`config.mk`:
```
export PLATFORM = sky130hd
export DESIGN_NAME = modmul_sched
export DESIGN_NICKNAME = d
export VERILOG_FILES = /design/src/rtl/modmul_sched_pkg.sv /design/src/rtl/modmul_sched_arbiter.sv /design/src/rtl/modmul_sched.sv
export SDC_FILE = /design/constraint.sdc
export NUM_CORES = 1
export LEC_CHECK = 0
export CAP_MARGIN = 20
export CORE_AREA = 3 3 172 174
export CTS_CLUSTER_DIAMETER = 200
export CTS_CLUSTER_SIZE = 28
export DETAILED_ROUTE_END_ITERATION = 6
export DIE_AREA = 0 0 175 177
export PLACE_DENSITY = 0.65
export SYNTH_ARGS = -nofsm -noshare
export SYNTH_HDL_FRONTEND = slang
export SYNTH_SLANG_ARGS = --single-unit
```
`constraint.sdc`:
```
create_clock -name clk -period 20 [get_ports clk]
set_input_delay 6 -clock clk [delete_from_list [all_inputs] [get_ports clk]]
set_output_delay 6 -clock clk [all_outputs]
set_load 0.02 [all_outputs]
```
`src/rtl/modmul_sched_pkg.sv`:
```
// Shared definitions for the modular-multiplier issue scheduler: default
// sizing and the in-flight tracking entry carried down the latency pipe.
package modmul_sched_pkg;

  localparam int DEF_NREQ   = 4;
  localparam int DEF_WORDSZ = 16;
  localparam int DEF_LAT    = 34;
  localparam int RNW        = 4;
  // Wide enough for the largest supported requester count (8).
  localparam int ID_W       = 3;

  typedef struct packed {
    logic            valid;
    logic [ID_W-1:0] id;
    logic [RNW-1:0]  rd;
  } flight_t;

endpackage

```
`src/rtl/modmul_sched_arbiter.sv`:
```
// NREQ-way round-robin arbiter: searches from the slot after the last winner
// and moves the pointer only when the caller accepts the grant.
module rr_arbiter #(
  parameter  int NREQ = 4,
  localparam int IDW  = $clog2(NREQ)
) (
  input  logic            clk,
  input  logic            rst,
  input  logic [NREQ-1:0] elig_i,
  input  logic            advance_i,
  output logic [NREQ-1:0] grant_o,
  output logic [IDW-1:0]  ptr_o
);

  logic [IDW-1:0] last_q;
  logic [IDW-1:0] last_d;
  logic [IDW-1:0] gntIdx;
  logic [IDW-1:0] cand;
  logic           found;

  always_comb begin
    grant_o = '0;
    gntIdx  = last_q;
    cand    = '0;
    found   = 1'b0;
    for (int k = 1; k <= NREQ; k++) begin
      cand = IDW'((int'(last_q) + k) % NREQ);
      if (!found && elig_i[cand]) begin
        grant_o[cand] = 1'b1;
        gntIdx        = cand;
        found         = 1'b1;
      end
    end
  end

  // ptr_o is the pointer after this cycle's advance, i.e. the winner's index.
  always_comb begin
    last_d = advance_i ? gntIdx : last_q;
    ptr_o  = last_d;
  end

  always_ff @(posedge clk or posedge rst) begin
    if (rst) begin
      last_q <= IDW'(NREQ - 1);
    end else begin
      last_q <= last_d;
    end
  end

endmodule

```
`src/rtl/modmul_sched.sv`:
```
// Shares one pipelined modular multiplier among NREQ requesters, blocking
// write-after-write on destination registers and tagging returned results.
module modmul_sched
  import modmul_sched_pkg::*;
#(
  parameter  int NREQ   = DEF_NREQ,
  parameter  int WORDSZ = DEF_WORDSZ,
  parameter  int LAT    = DEF_LAT,
  localparam int IDW    = $clog2(NREQ),
  localparam int PW     = 2**RNW
) (
  input  logic                   clk,
  input  logic                   rst,
  input  logic [NREQ-1:0]        req_valid,
  output logic [NREQ-1:0]        req_ready,
  input  logic [NREQ*WORDSZ-1:0] req_a,
  input  logic [NREQ*WORDSZ-1:0] req_b,
  input  logic [NREQ*RNW-1:0]    req_rd,
  output logic                   mm_en,
  output logic [WORDSZ-1:0]      mm_a,
  output logic [WORDSZ-1:0]      mm_b,
  output logic [RNW-1:0]         mm_rn,
  input  logic [WORDSZ-1:0]      mm_res,
  input  logic [RNW-1:0]         mm_rn_ret,
  output logic                   rsp_valid,
  output logic [IDW-1:0]         rsp_id,
  output logic [RNW-1:0]         rsp_rd,
  output logic [WORDSZ-1:0]      rsp_data,
  output logic [PW-1:0]          pend_map,
  output logic                   idle,
  output logic                   tag_err
);

  logic [NREQ-1:0]   elig;
  logic [NREQ-1:0]   grant;
  logic [IDW-1:0]    gntPtr;
  logic              granted;
  logic [WORDSZ-1:0] selA;
  logic [WORDSZ-1:0] selB;
  logic [RNW-1:0]    selRd;
  logic [PW-1:0]     setVec;
  logic [PW-1:0]     clrVec;
  logic              anyFlight;
  flight_t           push;
  flight_t           tail;

  logic              mmEn_q, mmEn_d;
  logic [WORDSZ-1:0] mmA_q, mmA_d;
  logic [WORDSZ-1:0] mmB_q, mmB_d;
  logic [RNW-1:0]    mmRn_q, mmRn_d;
  logic              rspValid_q, rspValid_d;
  logic [IDW-1:0]    rspId_q, rspId_d;
  logic [RNW-1:0]    rspRd_q, rspRd_d;
  logic [WORDSZ-1:0] rspData_q, rspData_d;
  logic [PW-1:0]     pend_q, pend_d;
  logic              tagErr_q, tagErr_d;
  flight_t           sr_q [0:LAT];

  always_comb begin
    elig = '0;
    for (int i = 0; i < NREQ; i++) begin
      elig[i] = req_valid[i] & ~pend_q[req_rd[i*RNW +: RNW]];
    end
  end

  rr_arbiter #(.NREQ(NREQ)) u_arb (
    .clk       (clk),
    .rst       (rst),
    .elig_i    (elig),
    .advance_i (granted),
    .grant_o   (grant),
    .ptr_o     (gntPtr)
  );

  assign granted   = |grant;
  assign req_ready = grant;

  always_comb begin
    selA  = '0;
    selB  = '0;
    selRd = '0;
    for (int i = 0; i < NREQ; i++) begin
      if (grant[i]) begin
        selA  = req_a[i*WORDSZ +: WORDSZ];
        selB  = req_b[i*WORDSZ +: WORDSZ];
        selRd = req_rd[i*RNW +: RNW];
      end
    end
  end

  assign tail = sr_q[LAT];

  // A bit is only set while clear and only cleared while set, so the two
  // vectors never touch the same register in one cycle.
  always_comb begin
    mmEn_d     = granted;
    mmA_d      = selA;
    mmB_d      = selB;
    mmRn_d     = selRd;
    push       = '0;
    push.valid = granted;
    push.id    = granted ? ID_W'(gntPtr) : '0;
    push.rd    = selRd;
    setVec     = granted ? (PW'(1) << selRd) : '0;
    clrVec     = tail.valid ? (PW'(1) << tail.rd) : '0;
    pend_d     = (pend_q & ~clrVec) | setVec;
    rspValid_d = tail.valid;
    rspId_d    = tail.valid ? IDW'(tail.id) : '0;
    rspRd_d    = tail.valid ? tail.rd : '0;
    rspData_d  = tail.valid ? mm_res : '0;
    tagErr_d   = tagErr_q | (tail.valid & (mm_rn_ret != tail.rd));
  end

  always_comb begin
    anyFlight = 1'b0;
    for (int k = 0; k <= LAT; k++) begin
      anyFlight = anyFlight | sr_q[k].valid;
    end
  end

  always_ff @(posedge clk or posedge rst) begin
    if (rst) begin
      mmEn_q     <= 1'b0;
      mmA_q      <= '0;
      mmB_q      <= '0;
      mmRn_q     <= '0;
      rspValid_q <= 1'b0;
      rspId_q    <= '0;
      rspRd_q    <= '0;
      rspData_q  <= '0;
      pend_q     <= '0;
      tagErr_q   <= 1'b0;
      for (int k = 0; k <= LAT; k++) begin
        sr_q[k] <= '0;
      end
    end else begin
      mmEn_q     <= mmEn_d;
      mmA_q      <= mmA_d;
      mmB_q      <= mmB_d;
      mmRn_q     <= mmRn_d;
      rspValid_q <= rspValid_d;
      rspId_q    <= rspId_d;
      rspRd_q    <= rspRd_d;
      rspData_q  <= rspData_d;
      pend_q     <= pend_d;
      tagErr_q   <= tagErr_d;
      sr_q[0]    <= push;
      for (int k = 1; k <= LAT; k++) begin
        sr_q[k] <= sr_q[k-1];
      end
    end
  end

  assign mm_en     = mmEn_q;
  assign mm_a      = mmA_q;
  assign mm_b      = mmB_q;
  assign mm_rn     = mmRn_q;
  assign rsp_valid = rspValid_q;
  assign rsp_id    = rspId_q;
  assign rsp_rd    = rspRd_q;
  assign rsp_data  = rspData_q;
  assign pend_map  = pend_q;
  assign idle      = ~anyFlight & ~mmEn_q;
  assign tag_err   = tagErr_q;

endmodule
```
==> results of run 1 <==
==> power groups by stage <==
| stage | logic, mW | clock network (mW) | registers, mW |
|---|---|---|---|
| 3_3_place_gp | 0.922 | 0 | 1.02 |
| 5_1_grt | 1.00 | 0.371 | 1.05 |
| 3_5_place_dp | 0.928 | 0 | 1.03 |
| 6_report | 0.926 | 0.333 | 1.02 |
| 4_1_cts | 0.932 | 0.346 | 1.02 |
| 2_1_floorplan | 0.584 | 0 | 1.04 |
==> logic make-up after synthesis <==
kind of cell	Yosys count	synth area share [%]
compound gates	132	9.52
flops	319	71.0
xor+xnor	5	0.456
simple gates	179	8.86
buf+inv	45	2.08
mux	66	7.28
fa+ha+maj	7	0.779
==> metal layers <==
metal	global-route usage [%]	up-vias
li1	-	3108
met1	25.0	3405
met2	26.4	213
met3	3.41	30
met4	3.46	2
met5	0	-
==> area by class of cell <==
class / count / share of cell area [%]
Clock buffer: 17 / 2.64
Tap cell: 378 / 3.26
Sequential cell: 319 / 55.1
Inverter: 13 / 0.406
Clock inverter: 2 / 0.198
Timing Repair Buffer: 254 / 17.6
Multi-Input combinational cell: 389 / 20.9
==> through the flow <==
stage | power [mW] | cell area [um^2] | util, %
2_1_floorplan | 1.62 | 11200 | -
3_3_place_gp | 1.95 | 14100 | 50.4
3_5_place_dp | 1.96 | 14100 | 50.4
4_1_cts | 2.30 | 14500 | 51.9
5_1_grt | 2.42 | 14500 | 51.9
6_report | 2.28 | 14500 | 51.9
==> sequential cells by signal, indices dropped and copies added, names as in the netlist <==
| register | flops |
|---|---|
| rsp_rd | 4 |
| rsp_data | 16 |
| pend_map | 16 |
| rsp_valid | 1 |
| tag_err | 1 |
| mm_b | 16 |
| rspValid_d | 1 |
| u_arb.last_q | 2 |
| sr_q | 244 |
| mm_a | 16 |
| rsp_id | 2 |
==> critical path, stage by stage <==
cell and delay (ns):
clkdlybuf4s50_1 0.71, mux4_2 0.56, nor2b_4 0.14, nor4_1 0.38, nor4_1 0.10, nor4_1 0.74
nand2_1 0.27, and4_4 0.29, inv_4 0.41, clkdlybuf4s50_1 0.72
==> placed cells by master (no fill, tap or decap), types with 5 or more instances in the layout <==
| cell | count |
|---|---|
| nor2_1 | 13 |
| nor4_1 | 14 |
| nor2b_1 | 5 |
| nand2_1 | 58 |
| ha_1 | 7 |
| o21ai_0 | 18 |
| clkbuf_16 | 15 |
| nand4_1 | 6 |
| nand3b_1 | 5 |
| o21ai_1 | 46 |
| mux4_2 | 9 |
| nor3_1 | 5 |
| a41oi_1 | 5 |
| and2_1 | 26 |
| a22oi_2 | 30 |
| clkdlybuf4s50_1 | 251 |
| inv_1 | 8 |
| nand2b_1 | 8 |
| dfrtp_1 | 317 |
| mux2i_1 | 21 |
| mux2_2 | 36 |
| nand3_1 | 13 |
==> final timing paths <==
check | start | end | slack, ns | depth (start not counted)
hold / removal | sr_q[233] | sr_q[225] | 0.32 | 0
min in group asynchronous | rst | rsp_id[0] | 6.05 | 2
hold reg to reg | sr_q[233] | sr_q[225] | 0.32 | 0
setup reg to reg | u_arb.last_q[1] | pend_map[7] | 15.47 | 12
setup / recovery | req_rd[0] | req_ready[1] | 3.65 | 10
max in group asynchronous | rst | sr_q[273] | 12.52 | 3
==> flow_metrics.tcl, run 1 <==
set metrics [dict create \
    vias_per_cell 4.93 \
    dieArea_um2 31000 \
    ant_nets 0 \
    synth_edf_count 0 \
    p_leak_nw 6.29 \
    clockRootBuffer "clkbuf_16" \
    gp_congestion 0.844 \
    antenna_found_initial 1 \
    final_nets 1169 \
    synth.distinct_cells 64 \
    finClkSkew_ns 0.0326 \
    core_um2 27900 \
    wl_met1_mm 12.1 \
    switching_power_mw 0.829 \
    combinationalPowerShare_pct 40.7 \
    cts_sinks 319 \
    ys_async_sr_fraction_pct 100 \
    p_int_mw 1.45 \
    drive_gt1_share_pct 12.0 \
    yosys.area.top_type_share_pct 70.6 \
    wl_met3_mm 1.53 \
    holdWs_ns 0.317 \
    grt_pass1_wl_mm 40.9 \
    synth_ff_type "dfrtp_1" \
    port_buffers 251 \
    tightest_slew_ns 0.977 \
    final_cells 1372 \
    clk_pin_slew_ns 0.12 \
    fin_ws_ns 3.65 \
    cts_resized 0 \
    seq_area_um2 7990 \
    hold_viol 0 \
    drt_pass1_iterations 4 \
    slew_violations 0 \
    synth-seq-cells 319 \
    drt_iter0_markers 495 \
    pwr-share-clk_pct 14.7 \
    maxCapViolations 0 \
    status "completed" \
    worstPathMaxFanout 36 \
    period_share_pct 81.8 \
    vias 6758 \
    crit_arrival_ns 10.35 \
    synth_nets 930 \
    yosys.area.top_type "dfrtp_1" \
    peakVddDrop_uv 193 \
    synth_area_leaders "dfrtp_1 (71%), mux2_2 (3.6%), a22oi_2 (3.3%), o21ai_1 (2.0%), nand2_1 (1.9%)" \
    p_seq_share_pct 44.7 \
    critical_path_class "in -> out" \
    min_period_ns 16.35 \
    wl_per_cell_um 19.5 \
    met2_length_mm 12.7 \
    wirelength_mm 26.7 \
    min_path_type "reg -> reg" \
    grt_pass1_vias 6883 \
    synthCells 753 \
    hold_buffers 0 \
    clk_path_buf_depth 3 \
    drc 0 \
    synth_most_common_cell "dfrtp_1" \
    ys_seq_area_share_pct 71.0 \
    track_usage_pct 16.9 \
    cts_made_buffers 15 \
    dp_hpwl_mm 18.9 \
    fmax_mhz 61.2 \
    clk-insertion-delay-late_ns 0.51 \
    grt_setup_unrepaired "no" \
    setup_violations 0 \
    dieWidth_um 175 \
    cts_tree "built" \
    grt_max_degree 186 \
    synthToLayoutAreaGrowth_pct 29.0 \
    syn_area_um2 11200 \
    yosysWarnings 0 \
    dp_worst_setup_slack_ns 3.74 \
    antenna_cells 0 \
    slew_headroom_pct 34.9 \
    nFillCells 2401 \
    core.rowCount 61 \
    die_y_um 177 \
    crit_required_ns 14.00 \
    cp-start-kind "input pin" \
    placed_cells 1353 \
    power_density_nw_per_um2 157 \
    end_kind "output port" \
    start_util_pct 40.2 \
    synth_commonest_cells "dfrtp_1 (317), nand2_1 (58), o21ai_1 (46)" \
    io_pins 252 \
    sw_frac_of_total_pct 36.4 \
    syn_area_per_cell_um2 14.9 \
    top_layer "met5" \
    multi_input_area_um2 3020 \
    post_cts.repair.setup_buffers 0 \
    fin_setup_tns_ns 0 \
    h-tree-depth 1 \
    overflow 0 \
]
No activity file was read; power rests on OpenSTA's default activity.
==> inputs of run 2 (changes only) <==
==> constraint.sdc (replaced) <==
create_clock -name clk -period 15.4 [get_ports clk]
set_input_delay 4.62 -clock clk [delete_from_list [all_inputs] [get_ports clk]]
set_output_delay 4.62 -clock clk [all_outputs]
set_load 0.02 [all_outputs]
==> run 2 against run 1 <==
  * Non-clock buffer count stayed put
  * Critical path type unchanged
  * Utilization is 0.094 points higher
  * Routed wire length grew 0.22%
  * Cell area is 0.18% higher
  * Via count rose by 1.5%
  * Worst setup slack got worse by 1.8 ns
  * Hold slack improved by 0.013 ns
  * Critical endpoint unchanged
  * Combinational power rose by 31%
  * Final cell count is 0.51% higher
==> flow_metrics.tcl, run 2 (same netlist as run 1, synthesis figures left out) <==
set metrics [dict create \
    cts_tree "built" \
    antenna_found_initial 0 \
    port_buffers 251 \
    vias_per_cell 4.97 \
    period_share_pct 88.2 \
    path_delay_family "simple AND/OR/NAND/NOR gates" \
    grt_pass1_vias 6767 \
    top_register "sr_q" \
    p_leak_nw 6.30 \
    crit_buf_inv 3 \
    track_usage_pct 16.8 \
    worstPathMaxFanout 36 \
    final_cell_mix "dfrtp_1 (317), clkdlybuf4s50_1 (251), nand2_1 (58)" \
    dp_hpwl_mm 18.9 \
    wl_per_cell_um 19.4 \
    start_util_pct 40.2 \
    end_kind "output port" \
    ff2ff_setup_slack_ns 10.78 \
    holdPathStages 0 \
    cts_resized 0 \
    cts_sinks 319 \
    crit_required_ns 10.78 \
    antenna_cells 0 \
    slew_headroom_pct 33.1 \
    min_period_ns 13.58 \
    clk_path_buf_depth 3 \
    hold_viol 0 \
    crit_arrival_ns 8.96 \
    synthToLayoutAreaGrowth_pct 29.2 \
    status "completed" \
    wirelength_mm 26.8 \
    drc 0 \
    core_um2 27900 \
    grt_pass1_wl_mm 40.5 \
    grt_setup_unrepaired "no" \
    drt_iter0_markers 522 \
    die_y_um 177 \
    holdPathEnd "sr_q[185]" \
    r2r_end "pend_map[11]" \
    clk_pin_slew_ns 0.12 \
    core.rowCount 61 \
    largest_reg_flops 244 \
    tightest_slew_ns 1.00 \
    hold_buffers 0 \
    clk-insertion-delay-late_ns 0.51 \
    crit_top_cell "nor4_1" \
    critical_path_class "in -> out" \
    vias 6860 \
    grt_max_degree 186 \
    final_nets 1169 \
    cts_made_buffers 15 \
    slew_violations 0 \
    dieArea_um2 31000 \
    critPathSlowestCell "nor4_1" \
    dieWidth_um 175 \
    cp-start-kind "input pin" \
    reg2regPathDepth 12 \
    holdWs_ns 0.330 \
    h-tree-depth 1 \
    worstHoldStart "sr_q[193]" \
    peakVddDrop_uv 186 \
    final_common_cell "dfrtp_1" \
    gp_congestion 0.847 \
    post_cts.repair.setup_buffers 0 \
    drive_gt1_share_pct 11.9 \
    ant_nets 0 \
    crit_chain "clkdlybuf4s50_1 -> mux4_2 -> nor2b_4 -> nor4_1 -> nor4_1 -> nor4_1 -> nand2_1 -> and4_4 -> inv_4 -> clkdlybuf4s50_1" \
    fmax_mhz 73.6 \
    min_path_type "reg -> reg" \
    overflow 0 \
    maxCapViolations 0 \
    setup_violations 0 \
    io_pins 252 \
    fin_setup_tns_ns 0 \
    power_density_nw_per_um2 204 \
    worstReg2RegStart "u_arb.last_q[1]" \
    cpPeakStageDelay_ns 0.75 \
    clockRootBuffer "clkbuf_16" \
    drt_pass1_iterations 7 \
    finClkSkew_ns 0.0264 \
]
==> run 2: metal layers <==
| layer | track usage, % | vias up | routed length, um |
|---|---|---|---|
| li1 | - | 3118 | - |
| met1 | 25.0 | 3491 | 12200 |
| met2 | 25.9 | 220 | 12600 |
| met3 | 3.50 | 31 | 1550 |
| met4 | 3.16 | 0 | 434 |
| met5 | 0 | - | 0 |
==> run 2: layout make-up <==
cell class | count | area [um^2]
fillers | 2402 | 13400
flip-flops and latches | 319 | 7990
multi-input cells | 389 | 3020
repair buffers | 254 | 2550
well taps | 378 | 473
clock buffers | 24 | 409
inverters | 13 | 58.8
clock inverters | 2 | 28.8
==> run 2: worst register-to-register path, cell delays in order (launching register included) <==
cell	delay [ns]
dfstp_2	0.66
clkinv_1	0.35
ha_1	0.50
inv_1	0.20
nor4_1	0.09
nor4_1	0.75
nand2_1	0.12
nand4_1	0.20
buf_4	0.60
a311oi_1	0.21
o31a_1	0.39
or2_1	0.31
o21ai_1	0.16
==> run 2: report_power, final <==
group	switching, mW	internal, mW	leakage [nW]
clock network	0.253	0.190	0.210
registers	0.160	1.16	4.04
logic	0.671	0.535	2.05
total	1.08	1.89	6.30
==> run 2: worst max-delay path by stage <==
stage	depth (start not counted)	slack, ns	start	endpoint
4_1_cts	10	1.82	req_rd[0]	req_ready[1]
2_1_floorplan	1	1.96	rst	mm_a[0]
3_5_place_dp	10	1.83	req_rd[0]	req_ready[1]
6_report	10	1.82	req_rd[0]	req_ready[1]
5_1_grt	10	1.55	req_rd[0]	req_ready[1]
3_3_place_gp	10	2.02	req_rd[0]	req_ready[1]
==> run 2: per-stage QoR <==
step	cells	setup WS, ns	cell area (um^2)	power [mW]	util [%]
floorplan	753	1.96	11200	2.11	-
global placement	1353	2.02	14100	2.53	50.4
detailed placement	1353	1.83	14100	2.54	50.4
CTS	1379	1.82	14500	3.00	52.0
global route	1379	1.55	14500	3.15	52.0
finish	1379	1.82	14500	2.97	52.0
